`config.mk`:
```
export PLATFORM = sky130hd
export DESIGN_NAME = fetch_dispatch_fsm
export DESIGN_NICKNAME = d
export VERILOG_FILES = /design/src/rtl/cpu_pkg.sv /design/src/rtl/op_class_decode.sv /design/src/rtl/fetch_dispatch_fsm.sv
export SDC_FILE = /design/constraint.sdc
export NUM_CORES = 1
export LEC_CHECK = 0
export BUFFER_PORTS_ARGS = -buffer_cell sky130_fd_sc_hd__buf_2
export CORE_ASPECT_RATIO = 1.2
export CORE_MARGIN = 1
export CORE_UTILIZATION = 51
export CTS_BUF_LIST = sky130_fd_sc_hd__clkbuf_4
export DETAILED_ROUTE_END_ITERATION = 7
export GPL_TIMING_DRIVEN = 0
export PLACE_DENSITY = 0.89
export SLEW_MARGIN = 10
export SYNTH_ARGS = -nofsm -noshare
export SYNTH_HDL_FRONTEND = slang
export SYNTH_SLANG_ARGS = --single-unit
```
`constraint.sdc`:
```
create_clock -name clk -period 4.86 [get_ports clk]
set_input_delay 0.972 -clock clk [delete_from_list [all_inputs] [get_ports clk]]
set_output_delay 0.972 -clock clk [all_outputs]
set_load 0.01 [all_outputs]
```
`src/rtl/cpu_pkg.sv`:
```
// rtl/cpu_pkg.sv - shared opcode constants, state/class enums and watchdog limit for the fetch/dispatch FSM
package cpu_pkg;

    localparam logic [3:0] OP_NOP    = 4'h0;
    localparam logic [3:0] OP_HALT   = 4'h1;
    localparam logic [3:0] OP_MOV_LO = 4'h2;
    localparam logic [3:0] OP_MOV_HI = 4'h8;
    localparam logic [3:0] OP_ALU_LO = 4'h9;
    localparam logic [3:0] OP_ALU_HI = 4'hF;

    localparam int WDOG_LIMIT = 32;

    typedef enum logic [2:0] {
        IDLE,
        FETCH_ADDR,
        MEM_RD,
        DECODE,
        EXEC_ALU,
        EXEC_MOV,
        HALT
    } state_t;

    typedef enum logic [1:0] {
        CLS_NOP,
        CLS_HALT,
        CLS_ALU,
        CLS_MOV
    } op_class_t;

endpackage

```
`src/rtl/op_class_decode.sv`:
```
// rtl/op_class_decode.sv - combinational opcode classifier (IR[15:12] -> NOP/HALT/ALU/MOV)
module op_class_decode
    import cpu_pkg::*;
(
    input  logic [3:0] opcode,
    output op_class_t  op_class
);

    // Anything not NOP, HALT or inside the MOV range falls into the ALU range (9..F).
    always_comb begin
        op_class = CLS_ALU;
        if (opcode == OP_NOP) begin
            op_class = CLS_NOP;
        end else if (opcode == OP_HALT) begin
            op_class = CLS_HALT;
        end else if ((opcode >= OP_MOV_LO) && (opcode <= OP_MOV_HI)) begin
            op_class = CLS_MOV;
        end
    end

endmodule

```
`src/rtl/fetch_dispatch_fsm.sv`:
```
// rtl/fetch_dispatch_fsm.sv - Moore fetch/decode/dispatch FSM; optional EXEC watchdog under FETCH_WDOG_EN
module fetch_dispatch_fsm
    import cpu_pkg::*;
(
    input  logic        clk,
    input  logic        rst,
    input  logic        run,
    output logic        PC_out,
    output logic        MAR_in,
    output logic        mem_rd,
    input  logic        mem_ready,
    input  logic [15:0] mem_data,
    output logic [15:0] IR,
    output logic        pc_inc,
    output logic        alu_go,
    input  logic        alu_done,
    output logic        mov_go,
    input  logic        mov_done,
    output logic        halted,
    output logic        fault
);

    state_t    state;
    state_t    state_next;
    op_class_t op_class;
    logic      wdog_expire;
    logic      in_exec;

    assign in_exec = (state == EXEC_ALU) || (state == EXEC_MOV);

    op_class_decode u_op_class_decode (
        .opcode   (IR[15:12]),
        .op_class (op_class)
    );

    always_ff @(posedge clk or negedge rst) begin
        if (!rst) begin
            state <= IDLE;
            IR    <= 16'h0000;
        end else begin
            state <= state_next;
            if ((state == MEM_RD) && mem_ready) begin
                IR <= mem_data;
            end
        end
    end

`ifdef FETCH_WDOG_EN
    logic [5:0] wdog_cnt;
    logic       fault_q;

    // Expiry fires in the 32nd EXEC cycle so go is held for exactly WDOG_LIMIT cycles.
    assign wdog_expire = (wdog_cnt == 6'(WDOG_LIMIT - 1));
    assign fault       = fault_q;

    always_ff @(posedge clk or negedge rst) begin
        if (!rst) begin
            wdog_cnt <= 6'd0;
            fault_q  <= 1'b0;
        end else begin
            if (state == DECODE) begin
                wdog_cnt <= 6'd0;
            end else if (in_exec) begin
                wdog_cnt <= wdog_cnt + 6'd1;
            end
            if (in_exec && (state_next == HALT)) begin
                fault_q <= 1'b1;
            end
        end
    end
`else
    assign wdog_expire = 1'b0;
    assign fault       = 1'b0;
`endif

    always_comb begin
        state_next = state;
        PC_out     = 1'b0;
        MAR_in     = 1'b0;
        mem_rd     = 1'b0;
        pc_inc     = 1'b0;
        alu_go     = 1'b0;
        mov_go     = 1'b0;
        halted     = 1'b0;
        case (state)
            IDLE: begin
                if (run) state_next = FETCH_ADDR;
            end
            FETCH_ADDR: begin
                PC_out     = 1'b1;
                MAR_in     = 1'b1;
                state_next = MEM_RD;
            end
            MEM_RD: begin
                mem_rd = 1'b1;
                if (mem_ready) state_next = DECODE;
            end
            DECODE: begin
                case (op_class)
                    CLS_NOP: begin
                        pc_inc     = 1'b1;
                        state_next = run ? FETCH_ADDR : IDLE;
                    end
                    CLS_HALT: state_next = HALT;
                    CLS_ALU:  state_next = EXEC_ALU;
                    default:  state_next = EXEC_MOV;
                endcase
            end
            EXEC_ALU: begin
                alu_go = 1'b1;
                if (alu_done)         state_next = run ? FETCH_ADDR : IDLE;
                else if (wdog_expire) state_next = HALT;
            end
            EXEC_MOV: begin
                mov_go = 1'b1;
                if (mov_done)         state_next = run ? FETCH_ADDR : IDLE;
                else if (wdog_expire) state_next = HALT;
            end
            HALT: begin
                halted = 1'b1;
            end
            default: state_next = IDLE;
        endcase
    end

endmodule

```
==> flow_summary_export.csv <==
group,metric,value,unit
placement,place_congestion,0.778,
setup_path,cp_max_fo,5,
setup_path,cp-startpoint,"IR[13]",
detailed_routing,wl,1730,microns
detailed_routing,wl_per_cell,12.5,microns
synthesis,yosysUniqueCellTypes,27,
sta,tns,0,ps
synthesis,synth_area,976,sq um
synthesis,postSynthNetCount,97,
die,ios,46,
die,die_y,49.9,microns
global_routing,antenna_found_initial,0,
clock_tree,cts-buffers-inserted,3,
layout,nets,146,
die,dieArea,2090,sq um
detailed_routing,antenna_left,0,
detailed_routing,routed_via_density,5.33,
setup_path,worstPathArrival,1680,ps
sta,final_max_slew_viol_count,0,
synthesis,yosysSeqAreaShare,0.487,
setup_path,slowest_stage,"dfrtp_1",
global_routing,grt_usage,0.181,
placement,hpwl,1370,microns
synthesis,synthArstFlopShare,1.00,
hold_path,hp-start,"IR[6]",
layout,antennaDiodeCount,0,
detailed_routing,vias,741,
sta,max_freq,377,MHz
synthesis,synth_edf_count,0,
placement,dpl_worst_slack,2520,ps
setup_path,cpPeakStageDelay,440,ps
clock_tree,clk_path_buf_depth,2,
setup_path,worst_setup_path_start_kind,"flip-flop",
setup_path,r2r-start,"IR[13]",
synthesis,synth-warning-count,0,
die,num_rows,16,
synthesis,synth_top_area_cell,"dfrtp_1",
sta,skew,1.95,ps
global_routing,grt_overflow,0,
clock_tree,clk_pin_slew,100,ps
setup_path,required,3890,ps
synthesis,yosys-top-cells-area,"dfrtp_1, mux2_4, mux2_2",
sta,rsz0062_at_grt,"no",
synthesis,synth_seq_cells,19,
flow_run,drv_cap,0,
die,dieWidth,41.9,microns
layout,syn2layout_area_growth,27.9,%
setup_path,crit_chain,"nor3_1, xnor2_1, inv_1, ha_1, inv_1, nor3_1, buf_2",
sta,worst_slack,2210,ps
detailed_routing,dr.pass1.iters,4,
die,core_area,1700,sq um
sta,hold_viol,0,
setup_path,end_kind,"primary output",
clock_tree,clock_sinks,19,
clock_tree,cts_setup_buffers,0,
setup_path,crit_type,"flip-flop to primary output",
detailed_routing,drc_errors,0,
hold_path,hp-class,"flip-flop to flip-flop",
power,p_leak,0.649,nW
synthesis,ys.flop_type,"dfrtp_1",
sta,final.period_utilization,0.546,
detailed_routing,drtIter0Drc,3,
die,initial_core_util,0.574,
clock_tree,holdBufCountCts,0,
power,power.density,649,nW/um^2
clock_tree,root_buffer,"clkbuf_4",
clock_tree,clock_latency,280,ps
clock_tree,htreeDepth,1,
power,worst_ir_drop_vdd,379,uV
placement,portBuffers,44,
synthesis,synthCells,73,
global_routing,grt_max_degree,20,
sta,finalSetupViolations,0,
layout,drive_gt1_frac,0.587,
clock_tree,tritoncts,"done",
synthesis,synth_top_cell_area_share,0.487,
global_routing,grt_pass1_wl,2840,microns
run_status,status,"complete, no violations",
sta,fin_crit,2650,ps
synthesis,synth_area_per_cell,13.4,sq um
global_routing,grt_pass1_vias,690,
clock_tree,cts_resized,0,
-- synth_stat cells, types with 2 or more instances --
master and n:
o22ai_1 3, buf_4 2, mux2_2 6, dfrtp_1 19
buf_6 2, nor2_1 2, mux2_4 10, nand2b_1 2
inv_1 3, nor3b_1 2, nor3_1 4, mux2i_1 2
ha_1 2
-- final timing paths --
| path | end | slack (ps) | cells past startpoint |
|---|---|---|---|
| setup / recovery | pc_inc | 2210 | 7 |
| hold / removal | IR[6] | 510 | 1 |
| setup reg to reg | state[0] | 3200 | 7 |
| hold reg to reg | IR[6] | 510 | 1 |
| max in group asynchronous | IR[13] | 3980 | 1 |
| min in group asynchronous | IR[6] | 600 | 1 |
-- power breakdown --
| group | switching [W] | total [W] | internal, W |
|---|---|---|---|
| Sequential | 0.0000625 | 0.000301 | 0.000238 |
| Clock | 0.0000433 | 0.0000807 | 0.0000375 |
| Combinational | 0.000186 | 0.000429 | 0.000243 |
| Total | 0.000291 | 0.000811 | 0.000519 |
-- worst max-delay path: cells and delay by family, from the launching register on --
family                   cells  cell delay [ps]
flip-flops                   1              440
adder cells (fa/ha/maj)      1              170
buffers and inverters        3              270
AND/OR/NAND/NOR              2              400
XOR/XNOR                     1              120
-- sequential cells by signal, indices dropped and copies added (netlist names) --
register and cells:
IR 16, state 3
-- cell families after synthesis --
| group | share of synthesized area |
|---|---|
| buf+inv | 0.0743 |
| fa+ha+maj | 0.0256 |
| compound gates | 0.0487 |
| xor+xnor | 0.00898 |
| other cells | 0.00384 |
| flops | 0.487 |
| mux | 0.244 |
| simple gates | 0.108 |
-- through the flow --
step / utilization / instance area [sq um] / power (W) / hold slack, ps / instances
after floorplan: - / 976 / 0.000601 / 551 / 73
after global placement: 0.716 / 1220 / 0.000719 / 484 / 135
after detailed placement: 0.716 / 1220 / 0.000734 / 490 / 135
after CTS: 0.734 / 1250 / 0.000817 / 514 / 139
after global routing: 0.734 / 1250 / 0.000877 / 533 / 139
final: 0.734 / 1250 / 0.000811 / 508 / 139
-- cell type report --
type | count | area, sq um
buffer | 6 | 61.3
inverter | 3 | 11.3
sequential | 19 | 475
fill | 125 | 453
timing repair buffer | 44 | 220
tap | 18 | 22.5
clock buffer | 4 | 30.0
multi-input combinational | 45 | 428
-- per-layer routing --
metal  global-route usage  vias up  wire [microns]
li1                     -      352               -
met4               0.0968        0              38
met5                    0        -               0
met2                0.305       35             847
met3               0.0220        4             104
met1                0.224      350             742
-- placed cells by master (no fill, tap or decap), types with 2 or more instances in the layout --
cell      instances
buf_2            44
buf_4             2
buf_6             2
clkbuf_4          4
dfrtp_1          19
ha_1              2
inv_1             3
mux2_2            6
mux2_4           10
mux2i_1           2
nand2b_1          2
nor2_1            2
nor3_1            4
nor3b_1           2
o22ai_1           3
No activity file was read; power rests on OpenSTA's default activity.
